File: src/rtl/result_accumulator_pkg.sv
// Shared types and constants for the result accumulator and its saturating adder.
package result_accumulator_pkg;

    typedef enum logic {
        ACCUM = 1'b0,
        HOLD  = 1'b1
    } acc_state_e;

    localparam int RES_W         = 5;
    localparam int CNT_W         = 5;
    localparam int BATCH_DEFAULT = 8;
    localparam int ACC_W_DEFAULT = 8;

endpackage

File: src/rtl/result_accumulator_sat_add.sv
// Saturating adder: ACC_W-wide accumulator plus a zero-extended RES_W-bit operand.
module sat_add
    import result_accumulator_pkg::*;
#(
    parameter int ACC_W = ACC_W_DEFAULT
) (
    input  logic [ACC_W-1:0] acc_i,
    input  logic [RES_W-1:0] operand_i,
    output logic [ACC_W-1:0] sum_o,
    output logic             ovf_o
);

    logic [ACC_W:0] wide_sum;

    // One guard bit is enough because ACC_W is never narrower than the operand.
    always_comb begin
        wide_sum = {1'b0, acc_i} + (ACC_W+1)'(operand_i);
        ovf_o    = wide_sum[ACC_W];
        sum_o    = ovf_o ? {ACC_W{1'b1}} : wide_sum[ACC_W-1:0];
    end

endmodule

File: src/rtl/result_accumulator.sv
// Batches upstream 5-bit results into a saturating total, emitted with a valid/ready handshake.
// state | meaning
// ACCUM | accepting beats (ready_o=1), total not yet presented
// HOLD  | total presented on sum_o/count_o/sat_o (valid_o=1) until ready_i
module result_accumulator
    import result_accumulator_pkg::*;
#(
    parameter int BATCH = BATCH_DEFAULT,
    parameter int ACC_W = ACC_W_DEFAULT
) (
    input  logic             clk_i,
    input  logic             reset_i,
    input  logic [RES_W-1:0] result_i,
    input  logic             valid_i,
    output logic             ready_o,
    input  logic             flush_i,
    output logic [ACC_W-1:0] sum_o,
    output logic [CNT_W-1:0] count_o,
    output logic             sat_o,
    output logic             valid_o,
    input  logic             ready_i
);

    localparam logic [CNT_W-1:0] BATCH_C = CNT_W'(BATCH);

    acc_state_e       state_q, state_d;
    logic [ACC_W-1:0] acc_q, acc_d;
    logic [CNT_W-1:0] cnt_q, cnt_d;
    logic             sat_q, sat_d;

    logic [ACC_W-1:0] add_sum;
    logic             add_ovf;
    logic             accept;
    logic [CNT_W-1:0] cnt_inc;

    sat_add #(.ACC_W(ACC_W)) u_sat_add (
        .acc_i     (acc_q),
        .operand_i (result_i),
        .sum_o     (add_sum),
        .ovf_o     (add_ovf)
    );

    always_comb begin
        state_d = state_q;
        acc_d   = acc_q;
        cnt_d   = cnt_q;
        sat_d   = sat_q;
        accept  = (state_q == ACCUM) && valid_i;
        cnt_inc = cnt_q + CNT_W'(1);

        unique case (state_q)
            ACCUM: begin
                if (accept) begin
                    acc_d = add_sum;
                    cnt_d = cnt_inc;
                    sat_d = sat_q | add_ovf;
                end
                // A flush with nothing held and nothing arriving has no total to emit.
                if ((accept && (cnt_inc == BATCH_C)) ||
                    (flush_i && ((cnt_q != '0) || accept))) begin
                    state_d = HOLD;
                end
            end
            HOLD: begin
                if (ready_i) begin
                    state_d = ACCUM;
                    acc_d   = '0;
                    cnt_d   = '0;
                    sat_d   = 1'b0;
                end
            end
            default: begin
                state_d = ACCUM;
                acc_d   = '0;
                cnt_d   = '0;
                sat_d   = 1'b0;
            end
        endcase
    end

    always_ff @(posedge clk_i) begin
        if (reset_i) begin
            state_q <= ACCUM;
            acc_q   <= '0;
            cnt_q   <= '0;
            sat_q   <= 1'b0;
        end else begin
            state_q <= state_d;
            acc_q   <= acc_d;
            cnt_q   <= cnt_d;
            sat_q   <= sat_d;
        end
    end

    // The running accumulator doubles as the output register; it is frozen throughout HOLD.
    assign ready_o = (state_q == ACCUM);
    assign valid_o = (state_q == HOLD);
    assign sum_o   = acc_q;
    assign count_o = cnt_q;
    assign sat_o   = sat_q;

endmodule

File: config.mk
export PLATFORM = sky130hd
export DESIGN_NAME = result_accumulator
export DESIGN_NICKNAME = d
export VERILOG_FILES = /design/src/rtl/result_accumulator_pkg.sv /design/src/rtl/result_accumulator_sat_add.sv /design/src/rtl/result_accumulator.sv
export SDC_FILE = /design/constraint.sdc
export NUM_CORES = 1
export LEC_CHECK = 0
export CORE_UTILIZATION = 39
export CTS_BUF_LIST = sky130_fd_sc_hd__clkbuf_2
export DETAILED_ROUTE_END_ITERATION = 8
export GPL_TIMING_DRIVEN = 0
export PLACE_DENSITY_LB_ADDON = 0.08
export SLEW_MARGIN = 20
export SYNTH_ARGS = -nofsm -noshare
export SYNTH_HDL_FRONTEND = slang
export SYNTH_SLANG_ARGS = --single-unit
File: constraint.sdc
create_clock -name clk_i -period 3.3 [get_ports clk_i]
set_clock_uncertainty 0.15 [all_clocks]
set_input_delay 0.66 -clock clk_i [delete_from_list [all_inputs] [get_ports clk_i]]
set_output_delay 0.66 -clock clk_i [all_outputs]
set_load 0.01 [all_outputs]
=== Word level (Yosys, flattened, before mapping) ===
Index checks and enable logic that the tools add are counted.

* Register bits: 15
* Input bits: 10
* Output and inout bits: 16
* Word-level logic and storage cells: 31

* Add/sub/neg operators: 2
* Equality and inequality tests: 3
* Multiplexer cells: 13
* Bitwise gates (word level): 2
* Reductions and logical operators: 7

{| class="wikitable"
|+ Operators by type and width
! operator !! count
|-
| $mux 8 || 3
|-
| $pmux 8 s2 || 1
|-
| $mux 5 || 2
|-
| $pmux 5 s2 || 1
|-
| $add 8x5->9 || 1
|-
| $add 5x1->5 const B || 1
|-
| $eq 5x4->1 const B || 1
|-
| $reduce_bool 5->1 || 1
|-
| $mux 1 || 4
|-
| $pmux 1 s2 || 2
|-
| $logic_and 1x1->1 || 3
|-
| $logic_or 1x1->1 || 2
|-
| $ne 2x1->1 const B || 1
|-
| $ne 2x2->1 const B || 1
|-
| $reduce_and 2->1 || 1
|-
| $not 1->1 || 1
|-
| $or 1x1->1 || 1
|}

=== Depth between registers and ports, before layout ===
Gate-level depths: netlist (run 1).

* Depth in word-level cells: 7
* Mapped depth: 6
* Gate-level depth less buffers: 6

=== By module ===
From an unflattened synthesis (run 1), not the netlist that was laid out.

* Cells, all modules: 113
* Area, all modules: 959.7 um^2

{| class="wikitable"
|+ Modules (own cells, without submodules)
! module !! times used !! cells an instance !! area each (um^2) !! sequential area each (um^2)
|-
| result_accumulator || 1 || 73 || 670.6 || 300.3
|-
| sat_add || 1 || 40 || 289.0 || 0.0
|}

=== Worst setup path after synthesis (run 1) ===
OpenSTA, ideal clock, no wires.

* Kind: input to register
* Start: input result_i[0]
* End: register acc_q[3] (netlist: sum_o[3])
* Setup time: 0.120 ns
* Data arrival time: 2.067 ns
* Data required time: 3.030 ns
* Slack: 0.963 ns
* Stages on the path: 6
* Path buffers: 0
* Cell sequence: ha_1 > fa_1 > a211oi_2 > o21bai_1 > nor3b_4 > a211o_1

* Cells in the longest elaborated chain, start to end: 4

{| class="wikitable"
|+ RTL lines
! what !! line !! text
|-
| from (decl) || result_accumulator.sv:13 || <nowiki>input logic [RES_W-1:0] result_i,</nowiki>
|-
| $add 8x5->9 || result_accumulator_sat_add.sv:17 || <nowiki>wide_sum = {1'b0, acc_i} + (ACC_W+1)'(operand_i);</nowiki>
|-
| $mux 8 || result_accumulator_sat_add.sv:19 || <nowiki>sum_o = ovf_o ? {ACC_W{1'b1}} : wide_sum[ACC_W-1:0];</nowiki>
|-
| $mux 8 || result_accumulator.sv:53 || <nowiki>if (accept) begin</nowiki>
|-
| $pmux 8 s2 || result_accumulator.sv:51 || <nowiki>unique case (state_q)</nowiki>
|-
| to (signal assigned) || result_accumulator.sv:84 || <nowiki>acc_q <= '0;</nowiki>
|-
| to (signal assigned) || result_accumulator.sv:89 || <nowiki>acc_q <= acc_d;</nowiki>
|-
| to (decl) || result_accumulator.sv:27 || <nowiki>logic [ACC_W-1:0] acc_q, acc_d;</nowiki>
|}

No other way between the ends. The select of a mux whose other input is x is not followed.
A chain may end at the register's enable or synchronous reset.

=== Worst setup path after layout (run 1) ===
Ends and elaborated chain as after synthesis.

==> Flow_metrics.wiki, run 1 <==
{| class="wikitable"
! Metric !! Value
|-
| Status || finished clean
|-
| Final setup violation count || 0
|-
| Initial cell density of the core || a little over two fifths
|-
| Cell internal pwr || 0.295 mW
|-
| Count of unique library cells instantiated by Yosys || 45
|-
| Clock sink total || 15
|-
| Count of pins on the block boundary || 26
|-
| Count of standard-cell rows || 17
|-
| DRT iter0 DRCs || 14
|-
| Slack of the worst reg-to-reg path || roughly 1100 ps
|-
| Post-Synthesis Mean Instance Area || 9.33 µm²
|-
| Final hold viol count || 0
|-
| Vias in the first global route || 845
|-
| Portion of synthesized cell area occupied by the leading cell type || a little under a third
|-
| Antenna-violating nets left || 0
|-
| Clock insertion delay at the later pin of the skew report || about 290 ps
|-
| Switching part of the total power || 33.0%
|-
| Relative slew slack || 66.1%
|-
| Worst Max-Slew Pin Slew || slightly below 500 ps
|-
| Via count || 915
|-
| Worst supply voltage drop on vdd || 0.211 mV
|-
| Crit path time final || 2640 ps
|-
| Number of cells on the worst reg-to-reg path || 6
|-
| Element type at the critical path start || primary input
|-
| Fraction of synthesis flops using an asynchronous set or reset pin || 0%
|-
| Total detailed-routing wirelength || 2.20 mm
|-
| Buffers from clock root to sink, at most || 2
|-
| CP endpoint kind || flop
|-
| Die ar. || 2720 µm²
|-
| Synth top area cells || dfxtp_1 31%, ha_1 10%, nor2_1 3.4%
|-
| P&R area growth vs syn || 30.1%
|-
| HPWL Detailed || roughly 1.7 mm
|-
| Total GRT Usage || a little under 20%
|-
| Max-capacitance violation count || 0
|-
| Sequential share of power || 47.7%
|-
| Final TNS setup || 0 ps
|-
| HP Class || reg2reg
|-
| Power per unit of standard cell area || approximately 350 nW/µm²
|-
| Switching power || 0.145 mW
|-
| Number of register bits inferred by synthesis || 15
|-
| Net Count, Synth || around 120
|-
| DRC viols || 0
|-
| Clock slew at the register clock pins of the worst setup and hold paths || 160 ps
|-
| Required time reported for the critical path endpoint || between 3000 and 4000 ps
|-
| Synthesis warning total || 0
|-
| Drt wl/cell || between 10 and 15 µm
|-
| Post-synthesis cell count || 105
|-
| Root cell of the clock tree || clkbuf_2
|-
| Setup repair after global routing missed its margin || false
|-
| Worst path arrival time || around 2700 ps
|-
| Number of buffers added for setup after CTS || 0
|-
| Number of optimization iterations in the first detailed-route pass || 4
|-
| Highest achievable clock rate || 379 MHz
|-
| Beginning of the critical path || result_i[0]
|-
| Antenna cells || 0
|-
| Initial antenna violation count || 0
|-
| Largest area contributor in the netlist || dfxtp_1
|-
| Clock buffers created by TritonCTS || 3
|-
| Vertical die dimension || roughly 52 µm
|-
| Main synth FF type || dfxtp_1
|-
| H-tree depth || 1
|-
| Class of the most critical setup path || in2reg
|-
| Nets || 153
|-
| Post-detailed-placement cell area || 1250 µm²
|-
| Via count normalized by instance count || 5.68
|-
| FF-to-FF Start || sum_o[0]$_SDFFE_PP0P_
|-
| Pre-CTS WS || 336 ps
|-
| Power share of the clock group || 20.6%
|-
| Number of synthesized flops with an enable pin || 0
|-
| Number of slew-limit violations in the final report || 0
|-
| Die extent in x || around 52 µm
|-
| Most frequent cell after synthesis || dfxtp_1
|-
| Combinational cell fraction of total power || 31.7%
|-
| Proportion of synthesized chip area in sequential cells || 30.7%
|-
| Reg-to-reg endpoint || sum_o[3]$_SDFFE_PP0P_
|-
| Post-synthesis instance area || 980 µm²
|-
| Critical-path maximum fanout || 5
|-
| Placer congestion estimate || 0.791
|-
| Final Cell Area || 1270 µm²
|-
| Core Box Area || between 2000 and 2500 µm²
|-
| Overflow after GRT || 0
|-
| Leak pwr || 0.506 nW
|-
| Synth cell count leaders || 15 x dfxtp_1, 9 x nor2_1, 8 x ha_1
|-
| Clock tree from TritonCTS || yes
|-
| Hold_buf cts || 0
|-
| Number of cells upsized or downsized after cts || 0
|-
| Wire length of the first global-routing pass || 3.82 mm
|-
| Pin count of the biggest net entering global routing || 11
|-
| Final setup slack of the worst path || 660 ps
|-
| Layout cells sized above 1 || 9.77%
|-
| Count of buffers inserted at the top-level ports || 24
|-
| Final worst path period share || 80.0%
|-
| Endpoint of the worst setup timing path || sum_o[3]$_SDFFE_PP0P_
|}
## state kept, by name, summed over array words and instances (netlist names)
name     count
valid_o      1
sum_o        8
sat_o        1
count_o      5
## final cells by class
type	count	area [µm²]
Multi-Input combinational cell	85	652
Sequential cell	15	300
Inverter	3	11.3
Fill cell	234	1020
Tap cell	28	35.0
Clock buffer	3	15.0
Clock inverter	1	5.00
Buffer	2	16.3
Timing Repair Buffer	24	240
## kinds of logic (layout without fill, tap and decap cells)
| group | count (synthesis) | in the layout | synth area share (%) |
|---|---|---|---|
| muxes | 1 | 1 | 1.02 |
| xor gates and xnor gates | 4 | 4 | 3.58 |
| and+or+nand+nor | 37 | 37 | 22.7 |
| buffers and inverters | 5 | 33 | 2.81 |
| adders and majority gates | 9 | 9 | 12.3 |
| AOI/OAI and AO/OA | 34 | 34 | 26.9 |
| DFF | 15 | 15 | 30.7 |
## worst max-delay path, stage by stage
cell and delay, ps:
clkdlybuf4s50_1 400, ha_1 240, fa_1 430, a211oi_2 270
o21bai_1 200, nor3b_4 210, a211o_1 270
## layout by cell type, fill, tap and decap left out, types with 4 or more instances in the layout
master / count
nand3_1: 4
nor2_1: 9
ha_1: 8
nand2_1: 5
a21oi_1: 4
dfxtp_1: 15
o21ai_0: 4
clkdlybuf4s50_1: 24
## power groups by stage
stage	clock (mW)	sequential (mW)	combinational [mW]
after floorplan	0	0.217	0.0813
after global placement	0	0.213	0.138
after global routing	0.107	0.213	0.154
after CTS	0.0961	0.210	0.140
final	0.0910	0.210	0.140
after detailed placement	0	0.214	0.140
## how the worst min path moves through the flow
stage,startpoint,to,slack [ps],cells after the start
3_5_place_dp,sum_o[3]$_SDFFE_PP0P_,sum_o[3]$_SDFFE_PP0P_,350,1
6_report,count_o[4]$_SDFFE_PP0P_,count_o[4]$_SDFFE_PP0P_,390,2
2_1_floorplan,count_o[4]$_SDFFE_PP0P_,count_o[4]$_SDFFE_PP0P_,370,2
5_1_grt,reset_i,count_o[4]$_SDFFE_PP0P_,370,2
4_1_cts,sum_o[3]$_SDFFE_PP0P_,sum_o[3]$_SDFFE_PP0P_,390,1
3_3_place_gp,sum_o[3]$_SDFFE_PP0P_,sum_o[3]$_SDFFE_PP0P_,350,1
## routing by layer
metal	part of all wire [%]	wire length, µm	vias up	GRT usage (%)
li1	-	-	460	-
met1	47	1030	420	24.7
met2	48	1050	33	31.0
met3	5.2	114	2	6.14
met4	0.41	9	0	5.41
met5	0	0	-	0
## through the flow
stage | hold WS (ps) | cells | power [mW] | util, %
floorplan | 374 | 105 | 0.298 | -
global placement | 345 | 157 | 0.351 | 54.6
detailed placement | 351 | 157 | 0.354 | 54.6
CTS | 387 | 161 | 0.446 | 55.5
global route | 371 | 161 | 0.474 | 55.5
finish | 385 | 161 | 0.441 | 55.5
(Power assumes the default switching activity.)
==> inputs of run 2 (changes only) <==
==> constraint.sdc (replaced) <==
create_clock -name clk_i -period 2.5 [get_ports clk_i]
set_clock_uncertainty 0.15 [all_clocks]
set_input_delay 0.5 -clock clk_i [delete_from_list [all_inputs] [get_ports clk_i]]
set_output_delay 0.5 -clock clk_i [all_outputs]
set_load 0.01 [all_outputs]
==> run 2 against run 1 <==
  * Clock-buffer cell count unchanged
  * Power increased by 32%
  * Global-route usage unchanged
  * Critical path depth unchanged
  * Sequential power increased by 32%
  * Clock power increased by 32%
  * Sequential cell count unchanged
==> Flow_metrics.wiki, run 2 (same netlist as run 1, synthesis figures left out) <==
{| class="wikitable"
! Metric !! Value
|-
| DRT iter0 DRCs || 11 (-3)
|-
| P&R area growth vs syn || 30.5%
|-
| Nets || 153 (unchanged)
|-
| Class of the most critical setup path || in2reg
|-
| H-tree depth || 1 (unchanged)
|-
| Clock sink total || 15 (unchanged)
|-
| Placer congestion estimate || 0.791 (unchanged)
|-
| Via count || 898 (-1.9%)
|-
| Count of buffers inserted at the top-level ports || 24 (unchanged)
|-
| Critical-path maximum fanout || 5 (unchanged)
|-
| Die ar. || 2720 µm² (unchanged)
|-
| Clock buffers created by TritonCTS || 3 (unchanged)
|-
| Power per unit of standard cell area || 456 nW/µm² (+32%)
|-
| Hold_buf cts || 0 (unchanged)
|-
| Number of slew-limit violations in the final report || 0 (unchanged)
|-
| Max FFs per register || 8 (unchanged)
|-
| HP Class || in2reg
|-
| Slack of the worst reg-to-reg path || 330 ps (-760 ps)
|-
| Count of pins on the block boundary || 26 (unchanged)
|-
| Beginning of the critical path || result_i[0]
|-
| Hold slack || 250 ps (-135 ps)
|-
| Fill cells || 232 (-0.85%)
|-
| Initial cell density of the core || 42.6% (unchanged)
|-
| Wire length of the first global-routing pass || 3.82 mm (unchanged)
|-
| Die extent in x || 52.1 µm (unchanged)
|-
| Leak pwr || 0.511 nW (+0.89%)
|-
| Worst supply voltage drop on vdd || 0.277 mV (+32%)
|-
| Post-detailed-placement cell area || 1250 µm² (unchanged)
|-
| Pin count of the biggest net entering global routing || 11 (unchanged)
|-
| Total detailed-routing wirelength || 2.21 mm (+0.36%)
|-
| Worst Max-Slew Pin Slew || 538 ps (+42.7 ps)
|-
| Element type at the critical path start || primary input
|-
| Relative slew slack || 64.1% (-2.0 points)
|-
| Core Box Area || 2300 µm² (unchanged)
|-
| Reg-to-reg endpoint || sum_o[3]$_SDFFE_PP0P_
|-
| Required time reported for the critical path endpoint || 2550 ps (-800 ps)
|-
| Clock insertion delay at the later pin of the skew report || 290 ps (about the same)
|-
| Root cell of the clock tree || clkbuf_2
|-
| Total GRT Usage || 19.4% (unchanged)
|-
| Crit path time final || 2450 ps
|-
| Status || finished clean
|-
| Final hold viol count || 0 (unchanged)
|-
| Count of standard-cell rows || 17 (unchanged)
|-
| Worst path arrival time || 2500 ps (-190 ps)
|-
| Antenna-violating nets left || 0 (unchanged)
|-
| Number of cells on the worst reg-to-reg path || 6 (unchanged)
|-
| CP endpoint kind || flop
|-
| Clock slew at the register clock pins of the worst setup and hold paths || 160 ps (about the same)
|-
| Final Cell Area || 1280 µm² (+0.29%)
|-
| Most common cell after layout, fill and taps aside || clkdlybuf4s50_1
|-
| Final worst path period share || 97.9%
|-
| Number of optimization iterations in the first detailed-route pass || 4 (unchanged)
|-
| Most frequent cells in the layout || 24 x clkdlybuf4s50_1, 15 x dfxtp_1, 9 x nor2_1, 8 x ha_1, 5 x nand2_1
|-
| Highest achievable clock rate || 409 MHz
|-
| Buffers from clock root to sink, at most || 2 (unchanged)
|-
| FF-to-FF Start || sum_o[0]$_SDFFE_PP0P_
|-
| Via count normalized by instance count || 5.58 (-1.9%)
|-
| Overflow after GRT || 0 (unchanged)
|-
| DRC viols || 0 (unchanged)
|-
| Setup repair after global routing missed its margin || false
|-
| Clock tree from TritonCTS || yes
|-
| Drt wl/cell || 13.7 µm (+0.36%)
|-
| Vias in the first global route || 845 (unchanged)
|-
| Layout cells sized above 1 || 10.5% (+0.75 points)
|-
| Final setup violation count || 0 (unchanged)
|-
| Initial antenna violation count || 0 (unchanged)
|-
| Max-capacitance violation count || 0 (unchanged)
|-
| Antenna cells || 0 (unchanged)
|-
| HPWL Detailed || 1.71 mm (unchanged)
|-
| Endpoint of the worst setup timing path || sum_o[3]$_SDFFE_PP0P_
|-
| Vertical die dimension || 52.1 µm (unchanged)
|}
[run 2: timing repair]
action,CTS,global route
endpoints found under the setup margin,0,5
setup buffers,0,0
resized for setup,0,1
[run 2: metal layers]
metal  vias to the layer above  global-route usage [%]  share of wire (%)
met5                         -                       0                  0
li1                        461                       -                  -
met3                         2                    6.14                3.6
met4                         0                    5.41               0.41
met2                        19                    31.0                 48
met1                       416                    24.7                 48
[run 2: how the worst min path moves through the flow]
stage                                        from                      end  slack [ps]  depth (start not counted)
after floorplan           count_o[4]$_SDFFE_PP0P_  count_o[4]$_SDFFE_PP0P_         370                          2
after global placement      sum_o[3]$_SDFFE_PP0P_    sum_o[3]$_SDFFE_PP0P_         350                          1
after detailed placement    sum_o[3]$_SDFFE_PP0P_    sum_o[3]$_SDFFE_PP0P_         350                          1
after CTS                                 reset_i  count_o[4]$_SDFFE_PP0P_         230                          2
after global routing                      reset_i  count_o[4]$_SDFFE_PP0P_         210                          2
final                                     reset_i  count_o[4]$_SDFFE_PP0P_         250                          2
[run 2: cell type report]
type | instances | area, µm² | area share, %
multi-input combinational | 85 | 656 | 51.3
sequential | 15 | 300 | 23.5
timing repair buffer | 24 | 240 | 18.8
tap | 28 | 35.0 | 2.74
buffer | 2 | 16.3 | 1.27
clock buffer | 3 | 15.0 | 1.17
inverter | 3 | 11.3 | 0.881
clock inverter | 1 | 5.00 | 0.391
[run 2: report_power, final]
part | switching, mW | internal (mW) | total [mW]
Sequential | 0.0219 | 0.255 | 0.277
Clock | 0.0834 | 0.0362 | 0.120
Combinational | 0.0870 | 0.0991 | 0.186
[run 2: metrics by stage]
| stage | util, % | cells | worst slack (ps) | TNS (ps) | total power, mW |
|---|---|---|---|---|---|
| 3_3_place_gp | 54.6 | 157 | -283 | -1450 | 0.464 |
| 4_1_cts | 55.5 | 161 | 35.6 | 0 | 0.589 |
| 5_1_grt | 55.7 | 161 | 6.08 | 0 | 0.627 |
| 2_1_floorplan | - | 105 | 323 | 0 | 0.393 |
| 3_5_place_dp | 54.6 | 157 | -304 | -1650 | 0.467 |
| 6_report | 55.7 | 161 | 52.3 | 0 | 0.583 |
[run 2: worst max-delay path, cell delays in order]
cell and delay (ps):
clkdlybuf4s50_1 400, ha_1 240, fa_1 430, a211oi_2 300, o21bai_2 160, nor3b_4 190
a211o_1 270
==> inputs of run 3 (changes only) <==
--- a/config.mk
+++ b/config.mk
@@ -7,6 +7,7 @@
 export LEC_CHECK = 0
 export CORE_UTILIZATION = 39
 export CTS_BUF_LIST = sky130_fd_sc_hd__clkbuf_2
+export CTS_CLUSTER_DIAMETER = 60
 export DETAILED_ROUTE_END_ITERATION = 8
 export GPL_TIMING_DRIVEN = 0
 export PLACE_DENSITY_LB_ADDON = 0.08
==> results of run 3 <==
Final layout, timing and power as in run 2 (identical DEF).
